File: src/rtl/csc_pkg.sv
// Shared constants and types for the YUV-to-RGB converter.
// Coefficients are 16.16 fixed point.
package csc_pkg;

    localparam int COEF_Y  = 76284;
    localparam int COEF_RV = 104595;
    localparam int COEF_GU = 25624;
    localparam int COEF_GV = 53281;
    localparam int COEF_BU = 132251;

    localparam int Y_OFS = 16;
    localparam int C_OFS = 128;

    typedef logic signed [31:0] acc_t;
    typedef logic signed [8:0]  smp_t;

    function automatic smp_t centre(input logic [7:0] x, input smp_t ofs);
        return smp_t'({1'b0, x}) - ofs;
    endfunction

endpackage

File: src/rtl/csc_yuv2rgb_pipe_if.sv
// Pixel-in / pixel-out handshake bundle for csc_yuv2rgb_pipe.
// Master side is the producer/consumer pair, slave side is the converter.
interface csc_yuv2rgb_pipe_if #(
    parameter int CNT_W = 17
);
    logic             in_valid;
    logic             in_ready;
    logic [7:0]       in_Y;
    logic [7:0]       in_U;
    logic [7:0]       in_V;
    logic             out_valid;
    logic             out_ready;
    logic [7:0]       out_R;
    logic [7:0]       out_G;
    logic [7:0]       out_B;
    logic             frame_done;
    logic [CNT_W-1:0] pixel_count;

    modport slave (
        input  in_valid, in_Y, in_U, in_V, out_ready,
        output in_ready, out_valid, out_R, out_G, out_B,
        output frame_done, pixel_count
    );

    modport master (
        output in_valid, in_Y, in_U, in_V, out_ready,
        input  in_ready, out_valid, out_R, out_G, out_B,
        input  frame_done, pixel_count
    );
endinterface

File: src/rtl/csc_clip_u8.sv
// Saturates a signed 16.16 accumulator to an unsigned 8-bit channel.
// Negative -> 0, >= 256.0 -> 255, else integer part (truncated).
module csc_clip_u8
    import csc_pkg::*;
(
    input  acc_t       sum,
    output logic [7:0] q
);
    always_comb begin
        q = sum[23:16];
        if (sum[31]) begin
            q = 8'd0;
        end else if (|sum[30:24]) begin
            q = 8'd255;
        end
    end
endmodule

File: src/rtl/csc_yuv2rgb_pipe.sv
// Three-stage YUV-to-RGB converter with whole-pipe stall and a
// per-frame output pixel counter.
module csc_yuv2rgb_pipe
    import csc_pkg::*;
#(
    parameter int PIXELS_PER_FRAME = 76800,
    parameter int CNT_W            = 17
) (
    input logic               Clock_50,
    input logic               Resetn,
    csc_yuv2rgb_pipe_if.slave bus
);
    localparam logic [CNT_W-1:0] LAST = CNT_W'(PIXELS_PER_FRAME - 1);

    logic       advance;
    logic       s1_valid;
    smp_t       s1_y;
    smp_t       s1_u;
    smp_t       s1_v;
    logic       s2_valid;
    acc_t       s2_a;
    acc_t       s2_b;
    acc_t       s2_c;
    acc_t       s2_d;
    acc_t       s2_e;
    acc_t       sum_r;
    acc_t       sum_g;
    acc_t       sum_b;
    logic [7:0] clip_r;
    logic [7:0] clip_g;
    logic [7:0] clip_b;
    logic       out_valid;
    logic [7:0] out_r;
    logic [7:0] out_g;
    logic [7:0] out_b;
    logic       out_xfer;
    logic [CNT_W-1:0] cnt;
    logic       done;

    // All stages move in lockstep; bubbles are carried, not squeezed out.
    assign advance      = ~out_valid | bus.out_ready;
    assign out_xfer     = out_valid & bus.out_ready;
    assign bus.in_ready = advance;

    always_ff @(posedge Clock_50 or negedge Resetn) begin
        if (!Resetn) begin
            s1_valid <= 1'b0;
            s1_y     <= '0;
            s1_u     <= '0;
            s1_v     <= '0;
        end else if (advance) begin
            s1_valid <= bus.in_valid;
            if (bus.in_valid) begin
                s1_y <= centre(bus.in_Y, smp_t'(Y_OFS));
                s1_u <= centre(bus.in_U, smp_t'(C_OFS));
                s1_v <= centre(bus.in_V, smp_t'(C_OFS));
            end
        end
    end

    always_ff @(posedge Clock_50 or negedge Resetn) begin
        if (!Resetn) begin
            s2_valid <= 1'b0;
            s2_a     <= '0;
            s2_b     <= '0;
            s2_c     <= '0;
            s2_d     <= '0;
            s2_e     <= '0;
        end else if (advance) begin
            s2_valid <= s1_valid;
            s2_a     <= acc_t'(COEF_Y)  * acc_t'(s1_y);
            s2_b     <= acc_t'(COEF_RV) * acc_t'(s1_v);
            s2_c     <= acc_t'(COEF_GU) * acc_t'(s1_u);
            s2_d     <= acc_t'(COEF_GV) * acc_t'(s1_v);
            s2_e     <= acc_t'(COEF_BU) * acc_t'(s1_u);
        end
    end

    always_comb begin
        sum_r = s2_a + s2_b;
        sum_g = s2_a - s2_c - s2_d;
        sum_b = s2_a + s2_e;
    end

    csc_clip_u8 u_clip_r (.sum(sum_r), .q(clip_r));
    csc_clip_u8 u_clip_g (.sum(sum_g), .q(clip_g));
    csc_clip_u8 u_clip_b (.sum(sum_b), .q(clip_b));

    always_ff @(posedge Clock_50 or negedge Resetn) begin
        if (!Resetn) begin
            out_valid <= 1'b0;
            out_r     <= '0;
            out_g     <= '0;
            out_b     <= '0;
        end else if (advance) begin
            out_valid <= s2_valid;
            if (s2_valid) begin
                out_r <= clip_r;
                out_g <= clip_g;
                out_b <= clip_b;
            end
        end
    end

    always_ff @(posedge Clock_50 or negedge Resetn) begin
        if (!Resetn) begin
            cnt  <= '0;
            done <= 1'b0;
        end else if (out_xfer && cnt == LAST) begin
            cnt  <= '0;
            done <= 1'b1;
        end else if (out_xfer) begin
            cnt  <= cnt + CNT_W'(1);
            done <= 1'b0;
        end else begin
            done <= 1'b0;
        end
    end

    assign bus.out_valid   = out_valid;
    assign bus.out_R       = out_r;
    assign bus.out_G       = out_g;
    assign bus.out_B       = out_b;
    assign bus.frame_done  = done;
    assign bus.pixel_count = cnt;
endmodule
File: src/flat_wrapper.sv
// flat-port wrapper written by rule: the top's interface ports become plain ports
module csc_yuv2rgb_pipe_flat import csc_pkg::*;
#(
    parameter int PIXELS_PER_FRAME = 76800,
    parameter int CNT_W            = 17
)
  (Clock_50, Resetn, bus_in_valid, bus_in_Y, bus_in_U, bus_in_V, bus_out_ready, bus_in_ready, bus_out_valid, bus_out_R, bus_out_G, bus_out_B, bus_frame_done, bus_pixel_count);
  csc_yuv2rgb_pipe_if #(.CNT_W(CNT_W)) bus_i ();
  input logic Clock_50;
  input logic Resetn;
  input wire logic [$bits(bus_i.in_valid)-1:0] bus_in_valid;
  input wire logic [$bits(bus_i.in_Y)-1:0] bus_in_Y;
  input wire logic [$bits(bus_i.in_U)-1:0] bus_in_U;
  input wire logic [$bits(bus_i.in_V)-1:0] bus_in_V;
  input wire logic [$bits(bus_i.out_ready)-1:0] bus_out_ready;
  output wire logic [$bits(bus_i.in_ready)-1:0] bus_in_ready;
  output wire logic [$bits(bus_i.out_valid)-1:0] bus_out_valid;
  output wire logic [$bits(bus_i.out_R)-1:0] bus_out_R;
  output wire logic [$bits(bus_i.out_G)-1:0] bus_out_G;
  output wire logic [$bits(bus_i.out_B)-1:0] bus_out_B;
  output wire logic [$bits(bus_i.frame_done)-1:0] bus_frame_done;
  output wire logic [$bits(bus_i.pixel_count)-1:0] bus_pixel_count;
  assign bus_i.in_valid = bus_in_valid;
  assign bus_i.in_Y = bus_in_Y;
  assign bus_i.in_U = bus_in_U;
  assign bus_i.in_V = bus_in_V;
  assign bus_i.out_ready = bus_out_ready;
  assign bus_in_ready = bus_i.in_ready;
  assign bus_out_valid = bus_i.out_valid;
  assign bus_out_R = bus_i.out_R;
  assign bus_out_G = bus_i.out_G;
  assign bus_out_B = bus_i.out_B;
  assign bus_frame_done = bus_i.frame_done;
  assign bus_pixel_count = bus_i.pixel_count;
  csc_yuv2rgb_pipe #(.PIXELS_PER_FRAME(PIXELS_PER_FRAME), .CNT_W(CNT_W)) u_core (.Clock_50(Clock_50), .Resetn(Resetn), .bus(bus_i));
endmodule
File: config.mk
export PLATFORM = sky130hd
export DESIGN_NAME = csc_yuv2rgb_pipe_flat
export DESIGN_NICKNAME = d
export VERILOG_FILES = /design/src/rtl/csc_pkg.sv /design/src/rtl/csc_yuv2rgb_pipe_if.sv /design/src/rtl/csc_clip_u8.sv /design/src/rtl/csc_yuv2rgb_pipe.sv /design/src/flat_wrapper.sv
export SDC_FILE = /design/constraint.sdc
export NUM_CORES = 1
export LEC_CHECK = 0
export CORE_UTILIZATION = 55
export DETAILED_ROUTE_END_ITERATION = 16
export PLACE_DENSITY = 0.82
export SETUP_SLACK_MARGIN = 0.5
export SYNTH_ARGS = -nofsm -noshare
export SYNTH_HDL_FRONTEND = slang
export SYNTH_SLANG_ARGS = --single-unit
File: constraint.sdc
create_clock -name Clock_50 -period 12.2 [get_ports Clock_50]
set_input_delay 2.44 -clock Clock_50 [delete_from_list [all_inputs] [get_ports Clock_50]]
set_output_delay 2.44 -clock Clock_50 [all_outputs]
set_load 0.005 [all_outputs]
Yosys cells after proc, flatten, opt, wreduce, memory -nomap -nowiden

Cells that the tools add are included.

Word-level logic and storage cells: 49
Register bits: 227
Output and inout port bits: 44

Reductions and logical operators: 7
Multiply operators: 5
Mux-type cells: 9
Equality and inequality tests: 1
Bitwise gates (word level): 3
Add/sub/neg operators: 8

Operators by type and width:

| kind                                              | number |
|---|---|
| adder 32 bit                                      | 2 |
| subtractor 32 bit                                 | 2 |
| 2-to-1 mux 8 bit                                  | 6 |
| 2-to-1 mux 17 bit                                 | 2 |
| multiplier 19 x 9 -> 28 bit, first input constant | 1 |
| multiplier 18 x 9 -> 27 bit, first input constant | 1 |
| multiplier 17 x 9 -> 26 bit, first input constant | 1 |
| multiplier 16 x 9 -> 25 bit, first input constant | 1 |
| multiplier 13 x 9 -> 22 bit, first input constant | 1 |
| OR reduction 7 bit                                | 3 |
| subtractor 8 x 8 -> 9 bit, second input constant  | 2 |
| adder 17 x 1 -> 17 bit, second input constant     | 1 |
| == test 17 bit, second input constant             | 1 |
| subtractor 8 x 5 -> 9 bit, second input constant  | 1 |
| AND reduction 2 bit                               | 2 |
| nonzero test 2 bit                                | 1 |
| bitwise AND 1 bit                                 | 1 |
| logical AND 1 bit                                 | 1 |
| 2-to-1 mux 1 bit                                  | 1 |
| inverter 1 bit                                    | 1 |
| OR 1 bit                                          | 1 |

Depth between registers and ports, before layout

Depth after elaboration: 5
Depth in mapped cells: 22
Gate-level depth less buffers: 22

Hierarchy

Synthesis repeated with hierarchy kept, for this count alone.

Cells, all modules: 2429
Area total of the unflattened synthesis: 22094.9 um2

By module, submodules not included:

| module           | cells an instance | seq. area each (um2) | area an instance (um2) | instances |
|---|---|---|---|---|
| csc_yuv2rgb_pipe | 2369              | 4854.7               | 21753.4                | 1 |
| csc_clip_u8      | 20                | 0.0                  | 113.9                  | 3 |

Worst setup path before layout

OpenSTA, ideal clock, no wires.

Kind: input to output
Start: in bus_out_ready
End: out bus_in_ready
Stages on the path: 6
Arrival: 3.549 ns
Path slack: 6.211 ns
Cells stage by stage: nor2b_1 -> clkbuf_1 -> inv_1 -> clkbuf_1 -> clkbuf_1 -> clkbuf_1

Longest elaborated chain between the ends: 1

RTL lines:

| item               | RTL line               | RTL |
|---|---|---|
| start: declaration | flat_wrapper.sv:15     | `input wire logic [$bits(bus_i.out_ready)-1:0] bus_out_ready;` |
| OR 1 bit           | csc_yuv2rgb_pipe.sv:41 | `assign advance = ~out_valid \| bus.out_ready;` |
| end: declaration   | flat_wrapper.sv:16     | `output wire logic [$bits(bus_i.in_ready)-1:0] bus_in_ready;` |

No other way between the ends.

Final worst setup path

Ends and elaborated chain as after synthesis.

==> impl_metrics.ini <==
[outcome]
status = complete, no violations

[cts]
cts-resized-gates = 0
cts_buffers = 17
cts_root_buf = clkbuf_16
clkLatencyLatePin_ns = 0.46
cts.sinks = 193
cts-hold-fix-buffers = 0
postCtsSetupRepairBufs = 0
clk_pin_slew_ns = 0.07
cts_tree = done
cts.path.max_buffers = 2
h-tree-depth = 4

[sta]
rsz0062_at_grt = false
finalHoldViolCount = 0
skew_ns = 0.0110
tightestPinTransition_ns = 1.09
slew_headroom_pct = 26.7
max_freq_mhz = 135
finalSetupViolCount = 0
period_minus_slack_ns = 7.41
finalMaxSlewViolations = 0
finalSetupTns_ns = 0
fin_crit_sh_pct = 60.8

[final_layout]
nNetsFinal = 2740
insertedDiodeCount = 0
area_growth_pct = 9.14
fin_area_mm2 = 0.0217
drive_above_1_share_pct = 3.61

[die]
start_util_pct = 55.8
rows = 69
die-area_mm2 = 0.0369
core_mm2 = 0.0356
die_h_um = 192
die_w_um = 192
ioPinCount = 72

[worst_setup_path]
startpoint = bus_out_ready
cp.arrival_ns = 4.97
cp_max_fo = 99
critical_path_buf_inv_count = 4
slowest_stage = buf_4
setup.worst_path.end_class = primary output
crit_path_end = bus_in_ready
cp-start-kind = primary input
cp_common_cell = clkdlybuf4s50_1
max_stage_delay_ns = 0.78
crit_cells = 5
cpLargestDelayFamily = buffers and inverters
rrSetupSlack_ns = 5.98
r2r_end = u_core.s2_a[30]$_DFFE_PN0N_
critical_path_required_ns = 9.76
r2r-start = u_core.s1_y[3]$_DFFE_PN0P_
worstSetupPathType = in -> out
ff2ff_path_depth = 19
path_cells = clkdlybuf4s50_1, nor2b_4, buf_4, inv_4, clkdlybuf4s50_1

[min_path]
hp-class = reg -> reg

[logic_synthesis]
syn_area_per_cell_um2 = 9.51
synth_area_leader_cell = ha_1
synth_seq_area_share_pct = 24.3
syn_inst = 2087
synthTopCellsByArea = ha_1 (28%), dfrtp_1 (24%), fa_1 (12%)
netlist_area_mm2 = 0.0199
syn_nets = 2677
synth_ff_type = dfrtp_1
async_flop_share_pct = 100
synth_edf_count = 0
synth.top_cell.area_share_pct = 28.1
synth_warnings = 0
ys_seq_elements = 193
synth.distinct_cells = 63

[grt]
grt_pass1_wl_um = 73700
overflow = 0
grt_pass1_vias = 15000
antenna_found_initial = 0
grt_usage_pct = 25.7
grt_start_max_net_pins = 104

[placed_design]
gp_congestion = 0.938
dp_hpwl_um = 36000
portBuffers = 71
post_dp_cell_area_mm2 = 0.0211

[routing]
routedWlPerCell_um = 17.2
wl_um = 45000
drc = 0
drt_iter0_markers = 762
drt-vias-per-instance = 5.72
drt_first_pass_iters = 5
ant_nets = 0
vias = 15000

[flow_run]
cap_violations = 0
## layer usage
layer	track usage, %	vias to the layer above	share of wire [%]
met1	32.1	7304	44
met4	11.0	0	3.8
li1	-	7255	-
met3	4.15	96	4.7
met5	0	-	0
met2	43.6	344	48
## cell type report
class	instances	area, um^2
sequential	193	4830
timing repair buffer	78	767
inverter	296	1110
fill	2942	13900
clock buffer	18	439
clock inverter	13	150
tap	461	577
multi-input combinational	1564	13800
## worst min path at each step
stage,from,endpoint,slack (ns),depth (start not counted)
final,u_core.s2_c[20]$_DFFE_PN0N_,u_core.s2_c[20]$_DFFE_PN0N_,0.48,2
after global routing,u_core.s2_c[20]$_DFFE_PN0N_,u_core.s2_c[20]$_DFFE_PN0N_,0.51,2
after CTS,u_core.s2_c[20]$_DFFE_PN0N_,u_core.s2_c[20]$_DFFE_PN0N_,0.48,2
after detailed placement,u_core.s2_c[20]$_DFFE_PN0N_,u_core.s2_c[20]$_DFFE_PN0N_,0.47,2
after global placement,u_core.s2_c[23]$_DFFE_PN0N_,u_core.s2_c[23]$_DFFE_PN0N_,0.46,2
after floorplan,u_core.s2_b[2]$_DFFE_PN0N_,u_core.s2_b[2]$_DFFE_PN0N_,0.44,2
## synthesized netlist by cell type, drive strengths merged (7+ instances only)
library cell / n
ha: 446
inv: 296
dfrtp: 193
nand2: 175
nor2: 140
a21oi: 132
fa: 116
o21ai: 100
xnor2: 64
xor2: 54
a21o: 47
clkbuf: 33
nor3: 30
nand3: 21
mux2: 19
a211oi: 18
o21a: 18
nor2b: 15
nand2b: 14
o21bai: 14
or3: 14
nand4: 12
and3: 9
a221o: 8
a311oi: 7
a31o: 7
o31ai: 7
o41ai: 7
## metrics by stage
step / hold WS (ns) / worst slack, ns / utilization (%) / instances
floorplan: 0.439 / 6.21 / - / 2087
global placement: 0.463 / 4.85 / 59.3 / 2592
detailed placement: 0.468 / 4.82 / 59.3 / 2592
CTS: 0.484 / 4.83 / 60.9 / 2623
global route: 0.509 / 4.67 / 60.9 / 2623
finish: 0.484 / 4.79 / 60.9 / 2623
## tightest hold or removal path, cell delays in order, from the launching register on
cell,delay [ns]
dfrtp_1,0.34
nand2_1,0.05
o31ai_1,0.05
## state kept, by name, indices dropped and copies added, names as in the netlist
signal	cells
u_core.bus.frame_done	1
u_core.s2_b	25
u_core.bus.pixel_count	17
u_core.s2_d	26
u_core.bus.out_valid	1
u_core.bus.out_B	8
u_core.s1_u	8
u_core.s2_valid	1
u_core.bus.out_G	8
u_core.s1_v	8
u_core.s1_y	9
u_core.s2_c	19
u_core.s1_valid	1
u_core.bus.out_R	8
u_core.s2_a	25
u_core.s2_e	28
## cell usage in the layout, fill, tap and decap left out, types with 54 or more instances in the layout
cell type          n
ha_1             446
inv_1            295
dfrtp_1          193
nand2_1          175
nor2_1           140
a21oi_1          132
fa_1             116
o21ai_0           92
clkdlybuf4s50_1   70
xnor2_1           64
xor2_1            54
## cells by family (layout without fill, tap and decap cells)
logic type	count (synthesis)	in the layout	share of synthesized area, %
simple gates	458	458	10.3
fa+ha+maj	562	562	39.8
compound gates	404	404	12.9
buf+inv	330	405	6.24
mux	22	22	1.23
flops	193	193	24.3
xor+xnor	118	118	5.21
Power is not shown: default switching activity piles up to over one toggle a cycle in this logic, so the estimate is an artifact.
